[config.mk]
export PLATFORM = sky130hd
export DESIGN_NAME = mem_access_ctrl_flat
export DESIGN_NICKNAME = d
export VERILOG_FILES = /design/src/rtl/mem_ctrl_pkg.sv /design/src/rtl/mem_access_ctrl_if.sv /design/src/rtl/mem_addr_counter.sv /design/src/rtl/mem_access_ctrl.sv /design/src/flat_wrapper.sv
export SDC_FILE = /design/constraint.sdc
export NUM_CORES = 1
export LEC_CHECK = 0
export ABC_CLOCK_PERIOD_IN_PS = 2400
export CAP_MARGIN = 20
export CELL_PAD_IN_SITES_DETAIL_PLACEMENT = 1
export CELL_PAD_IN_SITES_GLOBAL_PLACEMENT = 1
export CORE_MARGIN = 2
export CORE_UTILIZATION = 26
export DETAILED_ROUTE_END_ITERATION = 10
export PLACE_DENSITY = 0.81
export REMOVE_ABC_BUFFERS = 1
export SKIP_LAST_GASP = 1
export SYNTH_ARGS = -nofsm -noshare
export SYNTH_HDL_FRONTEND = slang
export SYNTH_SLANG_ARGS = --single-unit
[constraint.sdc]
create_clock -name clk -period 2.4 [get_ports clk]
set_clock_uncertainty 0.15 [all_clocks]
set_input_delay 0.36 -clock clk [delete_from_list [all_inputs] [get_ports clk]]
set_output_delay 0.36 -clock clk [all_outputs]
set_load 0.02 [all_outputs]
[src/rtl/mem_ctrl_pkg.sv]
// Shared types and constants for the memory access controller.
// State encoding, memory geometry and the burst-length clamp.
package mem_ctrl_pkg;

  localparam int MEM_ADDR_W = 9;
  localparam int MEM_DATA_W = 32;
  localparam int MAX_BURST  = 4;
  localparam int LEN_W      = 3;
  localparam int BUS_ADDR_W = 32;

  typedef enum logic [1:0] {
    IDLE,
    SETUP,
    ACCESS,
    DONE
  } state_e;

  // Out-of-range lengths are folded into 1..mx.
  function automatic logic [LEN_W-1:0] clamp_len(
    input logic [LEN_W-1:0] l,
    input logic [LEN_W-1:0] mx
  );
    logic [LEN_W-1:0] r;
    r = l;
    if (l == '0) begin
      r = LEN_W'(1);
    end else if (l > mx) begin
      r = mx;
    end
    return r;
  endfunction

endpackage

[src/rtl/mem_access_ctrl_if.sv]
// Request/response and memory-pin bundle of the access controller.
// slave = controller side, master = control unit plus memory side.
interface mem_access_ctrl_if
  import mem_ctrl_pkg::*;
#(
  parameter int ADDR_W = MEM_ADDR_W,
  parameter int DATA_W = MEM_DATA_W
);

  logic                  req;
  logic                  we;
  logic [BUS_ADDR_W-1:0] addr_in;
  logic [LEN_W-1:0]      len;
  logic [DATA_W-1:0]     wdata;
  logic                  busy;
  logic                  done;
  logic                  rvalid;
  logic                  wnext;
  logic [DATA_W-1:0]     rdata;
  logic [ADDR_W-1:0]     mem_addr;
  logic [DATA_W-1:0]     mem_din;
  logic                  mem_write;
  logic [DATA_W-1:0]     mem_dout;

  modport slave (
    input  req, we, addr_in, len, wdata,
    input  mem_dout,
    output busy, done, rvalid, wnext, rdata,
    output mem_addr, mem_din, mem_write
  );

  modport master (
    output req, we, addr_in, len, wdata,
    output mem_dout,
    input  busy, done, rvalid, wnext, rdata,
    input  mem_addr, mem_din, mem_write
  );

endinterface

[src/rtl/mem_addr_counter.sv]
// MAR with load/increment (wraps at 2^ADDR_W) and beat down-counter.
// Ports: clk, reset, load_i/step_i, addr_i, len_i, max_i -> mar_o, last_o.
module mem_addr_counter
  import mem_ctrl_pkg::*;
#(
  parameter int ADDR_W = MEM_ADDR_W
) (
  input  logic              clk,
  input  logic              reset,
  input  logic              load_i,
  input  logic              step_i,
  input  logic [ADDR_W-1:0] addr_i,
  input  logic [LEN_W-1:0]  len_i,
  input  logic [LEN_W-1:0]  max_i,
  output logic [ADDR_W-1:0] mar_o,
  output logic              last_o
);

  logic [ADDR_W-1:0] mar_q, mar_d;
  logic [LEN_W-1:0]  beats_q, beats_d;

  always_comb begin
    mar_d   = mar_q;
    beats_d = beats_q;
    if (load_i) begin
      mar_d   = addr_i;
      beats_d = clamp_len(len_i, max_i);
    end else if (step_i) begin
      // natural overflow gives the 511 -> 0 wrap
      mar_d   = mar_q + ADDR_W'(1);
      beats_d = beats_q - LEN_W'(1);
    end
  end

  always_ff @(posedge clk or posedge reset) begin
    if (reset) begin
      mar_q   <= '0;
      beats_q <= '0;
    end else begin
      mar_q   <= mar_d;
      beats_q <= beats_d;
    end
  end

  assign mar_o  = mar_q;
  assign last_o = (beats_q <= LEN_W'(1));

endmodule

[src/rtl/mem_access_ctrl.sv]
// CPU-side memory initiator: MAR/MDR, single and burst read/write.
// Ports: clk, reset, bus (slave modport: req/busy/done + memory pins).
module mem_access_ctrl
  import mem_ctrl_pkg::*;
#(
  parameter int ADDR_W    = MEM_ADDR_W,
  parameter int DATA_W    = MEM_DATA_W,
  parameter int MAX_BURST = mem_ctrl_pkg::MAX_BURST
) (
  input  logic         clk,
  input  logic         reset,
  mem_access_ctrl_if.slave bus
);

  localparam logic [LEN_W-1:0] MAX_LEN = LEN_W'(MAX_BURST);

  state_e            state_q, state_d;
  logic              op_q, op_d;
  logic [DATA_W-1:0] mdr_q, mdr_d;
  logic              busy_q, busy_d;
  logic              done_q, done_d;
  logic              rvalid_q, rvalid_d;
  logic              wnext_q, wnext_d;
  logic              mwr_q, mwr_d;
  logic              load;
  logic              step;
  logic              last;
  logic [ADDR_W-1:0] mar;
  logic              unused_addr;

  assign unused_addr = ^bus.addr_in[BUS_ADDR_W-1:ADDR_W];

  mem_addr_counter #(
    .ADDR_W (ADDR_W)
  ) u_cnt (
    .clk    (clk),
    .reset  (reset),
    .load_i (load),
    .step_i (step),
    .addr_i (bus.addr_in[ADDR_W-1:0]),
    .len_i  (bus.len),
    .max_i  (MAX_LEN),
    .mar_o  (mar),
    .last_o (last)
  );

  always_comb begin
    state_d = state_q;
    op_d    = op_q;
    mdr_d   = mdr_q;
    load    = 1'b0;
    step    = 1'b0;
    unique case (state_q)
      IDLE: begin
        if (bus.req) begin
          load    = 1'b1;
          op_d    = bus.we;
          state_d = SETUP;
        end
      end
      SETUP: begin
        if (op_q) begin
          mdr_d = bus.wdata;
        end
        state_d = ACCESS;
      end
      ACCESS: begin
        if (!op_q) begin
          mdr_d = bus.mem_dout;
        end
        if (last) begin
          state_d = DONE;
        end else begin
          step    = 1'b1;
          state_d = SETUP;
        end
      end
      DONE: begin
        state_d = IDLE;
      end
      default: begin
        state_d = IDLE;
      end
    endcase

    // Outputs come straight from flops so mem_write cannot glitch;
    // async reset clears them in the same cycle.
    busy_d   = (state_d != IDLE);
    done_d   = (state_d == DONE);
    wnext_d  = (state_d == SETUP) && op_d;
    mwr_d    = (state_d == ACCESS) && op_d;
    rvalid_d = (state_q == ACCESS) && !op_q;
  end

  always_ff @(posedge clk or posedge reset) begin
    if (reset) begin
      state_q  <= IDLE;
      op_q     <= 1'b0;
      mdr_q    <= '0;
      busy_q   <= 1'b0;
      done_q   <= 1'b0;
      rvalid_q <= 1'b0;
      wnext_q  <= 1'b0;
      mwr_q    <= 1'b0;
    end else begin
      state_q  <= state_d;
      op_q     <= op_d;
      mdr_q    <= mdr_d;
      busy_q   <= busy_d;
      done_q   <= done_d;
      rvalid_q <= rvalid_d;
      wnext_q  <= wnext_d;
      mwr_q    <= mwr_d;
    end
  end

  assign bus.busy      = busy_q;
  assign bus.done      = done_q;
  assign bus.rvalid    = rvalid_q;
  assign bus.wnext     = wnext_q;
  assign bus.rdata     = mdr_q;
  assign bus.mem_addr  = mar;
  assign bus.mem_din   = mdr_q;
  assign bus.mem_write = mwr_q;

endmodule
[src/flat_wrapper.sv]
// flat-port wrapper written by rule: the top's interface ports become plain ports
module mem_access_ctrl_flat import mem_ctrl_pkg::*;
#(
  parameter int ADDR_W    = MEM_ADDR_W,
  parameter int DATA_W    = MEM_DATA_W,
  parameter int MAX_BURST = mem_ctrl_pkg::MAX_BURST
)
  (clk, reset, bus_req, bus_we, bus_addr_in, bus_len, bus_wdata, bus_mem_dout, bus_busy, bus_done, bus_rvalid, bus_wnext, bus_rdata, bus_mem_addr, bus_mem_din, bus_mem_write);
  mem_access_ctrl_if #(.ADDR_W(ADDR_W), .DATA_W(DATA_W)) bus_i ();
  input  logic clk;
  input  logic reset;
  input wire logic [$bits(bus_i.req)-1:0] bus_req;
  input wire logic [$bits(bus_i.we)-1:0] bus_we;
  input wire logic [$bits(bus_i.addr_in)-1:0] bus_addr_in;
  input wire logic [$bits(bus_i.len)-1:0] bus_len;
  input wire logic [$bits(bus_i.wdata)-1:0] bus_wdata;
  input wire logic [$bits(bus_i.mem_dout)-1:0] bus_mem_dout;
  output wire logic [$bits(bus_i.busy)-1:0] bus_busy;
  output wire logic [$bits(bus_i.done)-1:0] bus_done;
  output wire logic [$bits(bus_i.rvalid)-1:0] bus_rvalid;
  output wire logic [$bits(bus_i.wnext)-1:0] bus_wnext;
  output wire logic [$bits(bus_i.rdata)-1:0] bus_rdata;
  output wire logic [$bits(bus_i.mem_addr)-1:0] bus_mem_addr;
  output wire logic [$bits(bus_i.mem_din)-1:0] bus_mem_din;
  output wire logic [$bits(bus_i.mem_write)-1:0] bus_mem_write;
  assign bus_i.req = bus_req;
  assign bus_i.we = bus_we;
  assign bus_i.addr_in = bus_addr_in;
  assign bus_i.len = bus_len;
  assign bus_i.wdata = bus_wdata;
  assign bus_i.mem_dout = bus_mem_dout;
  assign bus_busy = bus_i.busy;
  assign bus_done = bus_i.done;
  assign bus_rvalid = bus_i.rvalid;
  assign bus_wnext = bus_i.wnext;
  assign bus_rdata = bus_i.rdata;
  assign bus_mem_addr = bus_i.mem_addr;
  assign bus_mem_din = bus_i.mem_din;
  assign bus_mem_write = bus_i.mem_write;
  mem_access_ctrl #(.ADDR_W(ADDR_W), .DATA_W(DATA_W), .MAX_BURST(MAX_BURST)) u_core (.clk(clk), .reset(reset), .bus(bus_i));
endmodule
==> metrics.log <==
INFO  metric tritoncts.num_buffers = 5
INFO  metric worstPathArrival = around 2.3 ns
INFO  metric diodes = 0
INFO  metric std_cell_rows = 37
INFO  metric drc_errors = 0
INFO  metric drtPass1Iterations = 4
INFO  metric first_global_vias = around 2600
INFO  metric viasPerCell = 4.49
INFO  metric synthesis_stage_register_bit_count = 52
INFO  metric synth_largest_area_cell = sky130_fd_sc_hd__dfrtp_1
INFO  metric die_h = approximately 110 µm
INFO  metric synth.yosys.warnings = 0
INFO  metric dpl.hpwl = a little under 7000 µm
INFO  metric die_x = ~110 µm
INFO  metric vias = around 2500
INFO  metric syn_avg_cell_area = between 9 and 10 µm²
INFO  metric cts_root_buffer = sky130_fd_sc_hd__clkbuf_8
INFO  metric globalplace.congestion = 0.798
INFO  metric crit_path_max_incr_delay = 0.49 ns
INFO  metric layout.core_utilization = 42.4%
INFO  metric critPathKind = reg -> reg
INFO  metric detail_route.wl_per_cell = around 16 µm
INFO  metric max-cap-violations = 0
INFO  metric regToRegSetupSlack = approximately 0.17 ns
INFO  metric fmax = 0.448 GHz
INFO  metric worstSetupStartpointType = register
INFO  metric resize_count_post_cts = 0
INFO  metric timing.final.max_slew_violations = 0
INFO  metric floorplan.initialDensity = 26.8%
INFO  metric grt_antenna_before_repair = 0
INFO  metric ant_nets = 0
INFO  metric dieArea = roughly 12000 µm²
INFO  metric global_route.usage.total = between 10 and 15%
INFO  metric seq_area = between 1000 and 1500 µm²
INFO  metric worstPathRequired = 2.47 ns
INFO  metric cts.sink_count = 52
INFO  metric outcome = complete, no violations
INFO  metric fin_crit_share = roughly 93%
INFO  metric gr-total-overflow = 0
INFO  metric critical_path_buf_inv_count = 1
INFO  metric grt_setup_unrepaired = false
INFO  metric worst_r2r_path_depth = 6
INFO  metric drive_above_1_share = under 10%
INFO  metric worst_setup_hold_path_clk_slew = approximately 0.10 ns
INFO  metric crit_path_cell_trace = inv_1 > ha_1 > o21bai_4 > a2111o_1 > or3_1 > a31oi_1
INFO  metric worst_slew_pin_slew = 0.697 ns
INFO  metric cp-end-kind = register
INFO  metric core_area = 10400 µm²
INFO  metric rr_endpoint = u_core.u_cnt.mar_o[7]$_DFFE_PP0P_
INFO  metric numPortBuffers = about 160
INFO  metric total_power_per_unit_cell_area = 1460 nW/µm²
INFO  metric multiInputGateArea = 1150 µm²
INFO  metric yosys-top-cells-area = sky130_fd_sc_hd__dfrtp_1 47%, sky130_fd_sc_hd__mux2i_1 13%, sky130_fd_sc_hd__buf_4 8.6%
INFO  metric mostFrequentLayoutCell = sky130_fd_sc_hd__clkdlybuf4s50_1
INFO  metric htree_levels = 2
INFO  metric grt_start_max_net_pins = between 40 and 50
INFO  metric finish.net_count = around 530
INFO  metric report.final.hold_viol_count = 0
INFO  metric placed_area = roughly 4300 µm²
INFO  metric ys_seq_area_share = between 40% and 50%
INFO  metric critPathSlowestCell = sky130_fd_sc_hd__a2111o_1
INFO  metric dr.first_iter.drc_count = between 40 and 50
INFO  metric max-vdd-ir-drop = between 0.4 and 0.5 mV
INFO  metric reg2reg_from = u_core.u_cnt.beats_q[1]$_DFFE_PP0P_
INFO  metric hold_buffers = 0
INFO  metric yosysTopAreaCellShare = 46.8%
INFO  metric finalWirelength = ~8600 µm
INFO  metric slew-limit-headroom = 53.4%
INFO  metric grt_pass1_wl = between 10000 and 15000 µm
INFO  metric timing.critical_path.depth = 6
INFO  metric postCtsSetupRepairBufs = 0
INFO  metric fillCellCount = ~1200
INFO  metric netlist_instances = 290
INFO  metric power = roughly 6.4 mW
INFO  metric clock_path_buffers = 2
INFO  metric fin_setup_tns = 0 ns
INFO  metric cts_tree = done
INFO  metric num_io_pins = approximately 180
INFO  metric hold_path.class = in -> async
INFO  metric layout_common_cells = 157 x sky130_fd_sc_hd__clkdlybuf4s50_1, 52 x sky130_fd_sc_hd__dfrtp_1, 40 x sky130_fd_sc_hd__o21ai_0
INFO  metric final_area = 4400 µm²
INFO  metric leakage_power_figure = between 1.5 and 2 nW
INFO  metric period_needed = around 2.2 ns
INFO  metric netlist-cell-type-count = 31
INFO  metric timing.critical_path.max_delay_family = compound AO/OA/AOI/OAI gates
INFO  metric final_count_of_negative_setup_slack_endpoints = 0
INFO  metric critPathMaxFanout = 6
INFO  metric worstSkewPairLatency = 0.30 ns
INFO  metric area_growth_syn_to_layout = 58.1%
INFO  metric synth_area = approximately 2800 µm²
==> cell type report <==
type,count,share of cell area (%)
clock buffers,6,1.65
well taps,136,3.87
clock inverters,2,0.796
repair buffers,163,37.0
multi-input cells,181,26.1
flip-flops and latches,52,29.6
inverters,12,1.02
==> synth_stat cells <==
| cell type | n |
|---|---|
| sky130_fd_sc_hd__xor2_1 | 2 |
| sky130_fd_sc_hd__a2111o_1 | 1 |
| sky130_fd_sc_hd__o211ai_1 | 1 |
| sky130_fd_sc_hd__o21ai_0 | 40 |
| sky130_fd_sc_hd__nor2_1 | 15 |
| sky130_fd_sc_hd__a31oi_1 | 4 |
| sky130_fd_sc_hd__o21ai_1 | 1 |
| sky130_fd_sc_hd__buf_4 | 32 |
| sky130_fd_sc_hd__and2_1 | 1 |
| sky130_fd_sc_hd__a21o_1 | 1 |
| sky130_fd_sc_hd__xnor2_1 | 3 |
| sky130_fd_sc_hd__a211oi_1 | 1 |
| sky130_fd_sc_hd__o21ba_2 | 1 |
| sky130_fd_sc_hd__or3_1 | 4 |
| sky130_fd_sc_hd__nand2_1 | 38 |
| sky130_fd_sc_hd__and3_1 | 1 |
| sky130_fd_sc_hd__a21oi_1 | 12 |
| sky130_fd_sc_hd__inv_1 | 12 |
| sky130_fd_sc_hd__buf_2 | 4 |
| sky130_fd_sc_hd__dfrtp_1 | 52 |
| sky130_fd_sc_hd__nor2b_1 | 2 |
| sky130_fd_sc_hd__ha_1 | 7 |
| sky130_fd_sc_hd__nand2b_1 | 1 |
| sky130_fd_sc_hd__nand3_1 | 4 |
| sky130_fd_sc_hd__nor3_1 | 2 |
| sky130_fd_sc_hd__mux2i_1 | 35 |
| sky130_fd_sc_hd__nand4_1 | 1 |
| sky130_fd_sc_hd__clkbuf_1 | 9 |
| sky130_fd_sc_hd__o31a_1 | 1 |
| sky130_fd_sc_hd__o21bai_4 | 1 |
| sky130_fd_sc_hd__a21boi_0 | 1 |
==> worst max path at each step <==
stage,to,startpoint
2_1_floorplan,u_core.bus.mem_din[0]$_DFFE_PP0P_,u_core.state_q[0]$_DFF_PP0_
3_3_place_gp,u_core.u_cnt.mar_o[8]$_DFFE_PP0P_,u_core.u_cnt.beats_q[1]$_DFFE_PP0P_
3_5_place_dp,u_core.u_cnt.mar_o[6]$_DFFE_PP0P_,u_core.u_cnt.beats_q[1]$_DFFE_PP0P_
4_1_cts,u_core.u_cnt.mar_o[6]$_DFFE_PP0P_,u_core.u_cnt.beats_q[1]$_DFFE_PP0P_
5_1_grt,u_core.u_cnt.mar_o[6]$_DFFE_PP0P_,u_core.u_cnt.beats_q[1]$_DFFE_PP0P_
6_report,u_core.u_cnt.mar_o[7]$_DFFE_PP0P_,u_core.u_cnt.beats_q[1]$_DFFE_PP0P_
==> routing by layer <==
| metal | wire length [µm] | global-route usage (%) | up-vias |
|---|---|---|---|
| li1 | - | - | 1193 |
| met2 | 4620 | 27.0 | 78 |
| met3 | 410 | 2.30 | 8 |
| met4 | 115 | 4.03 | 0 |
| met1 | 3470 | 18.2 | 1202 |
| met5 | 0 | 0 | - |
==> state kept, by name, indices dropped and copies added, names as in the netlist <==
signal	cells
u_core.bus.mem_din	32
u_core.u_cnt.mar_o	9
u_core.u_cnt.beats_q	3
u_core.state_q	2
u_core.bus.busy	1
u_core.bus.done	1
u_core.bus.mem_write	1
u_core.bus.rvalid	1
u_core.bus.wnext	1
u_core.op_q	1
==> worst reg2reg max path, cell delays in order (launching register included) <==
cell and delay, ns:
sky130_fd_sc_hd__dfrtp_1 0.43, sky130_fd_sc_hd__inv_1 0.11, sky130_fd_sc_hd__ha_1 0.24, sky130_fd_sc_hd__o21bai_4 0.21
sky130_fd_sc_hd__a2111o_1 0.49, sky130_fd_sc_hd__or3_1 0.37, sky130_fd_sc_hd__a31oi_1 0.16
==> metrics by stage <==
stage	std cells	hold WS, ns	setup slack, ns
floorplan	245	0.289	-1.02
global placement	544	0.330	0.252
detailed placement	544	0.341	0.174
CTS	552	0.275	0.157
global route	552	0.298	0.0307
finish	552	0.259	0.166
==> where the power goes <==
group | leakage (nW) | internal [mW] | switching (mW)
Clock | 0.0552 | 0.310 | 0.287
Combinational | 1.13 | 1.87 | 2.21
Sequential | 0.624 | 1.34 | 0.400
Total | 1.81 | 3.52 | 2.90
==> cell families (layout without fill, tap and decap cells) <==
group	count (synthesis)	in the layout	share of synthesized area, %
fa+ha+maj	7	7	3.15
compound gates	65	65	13.3
simple gates	69	69	10.5
flops	52	52	46.8
mux	35	35	12.6
xor+xnor	5	5	1.57
buf+inv	57	183	12.2
Power figures use the tool's default switching activity.
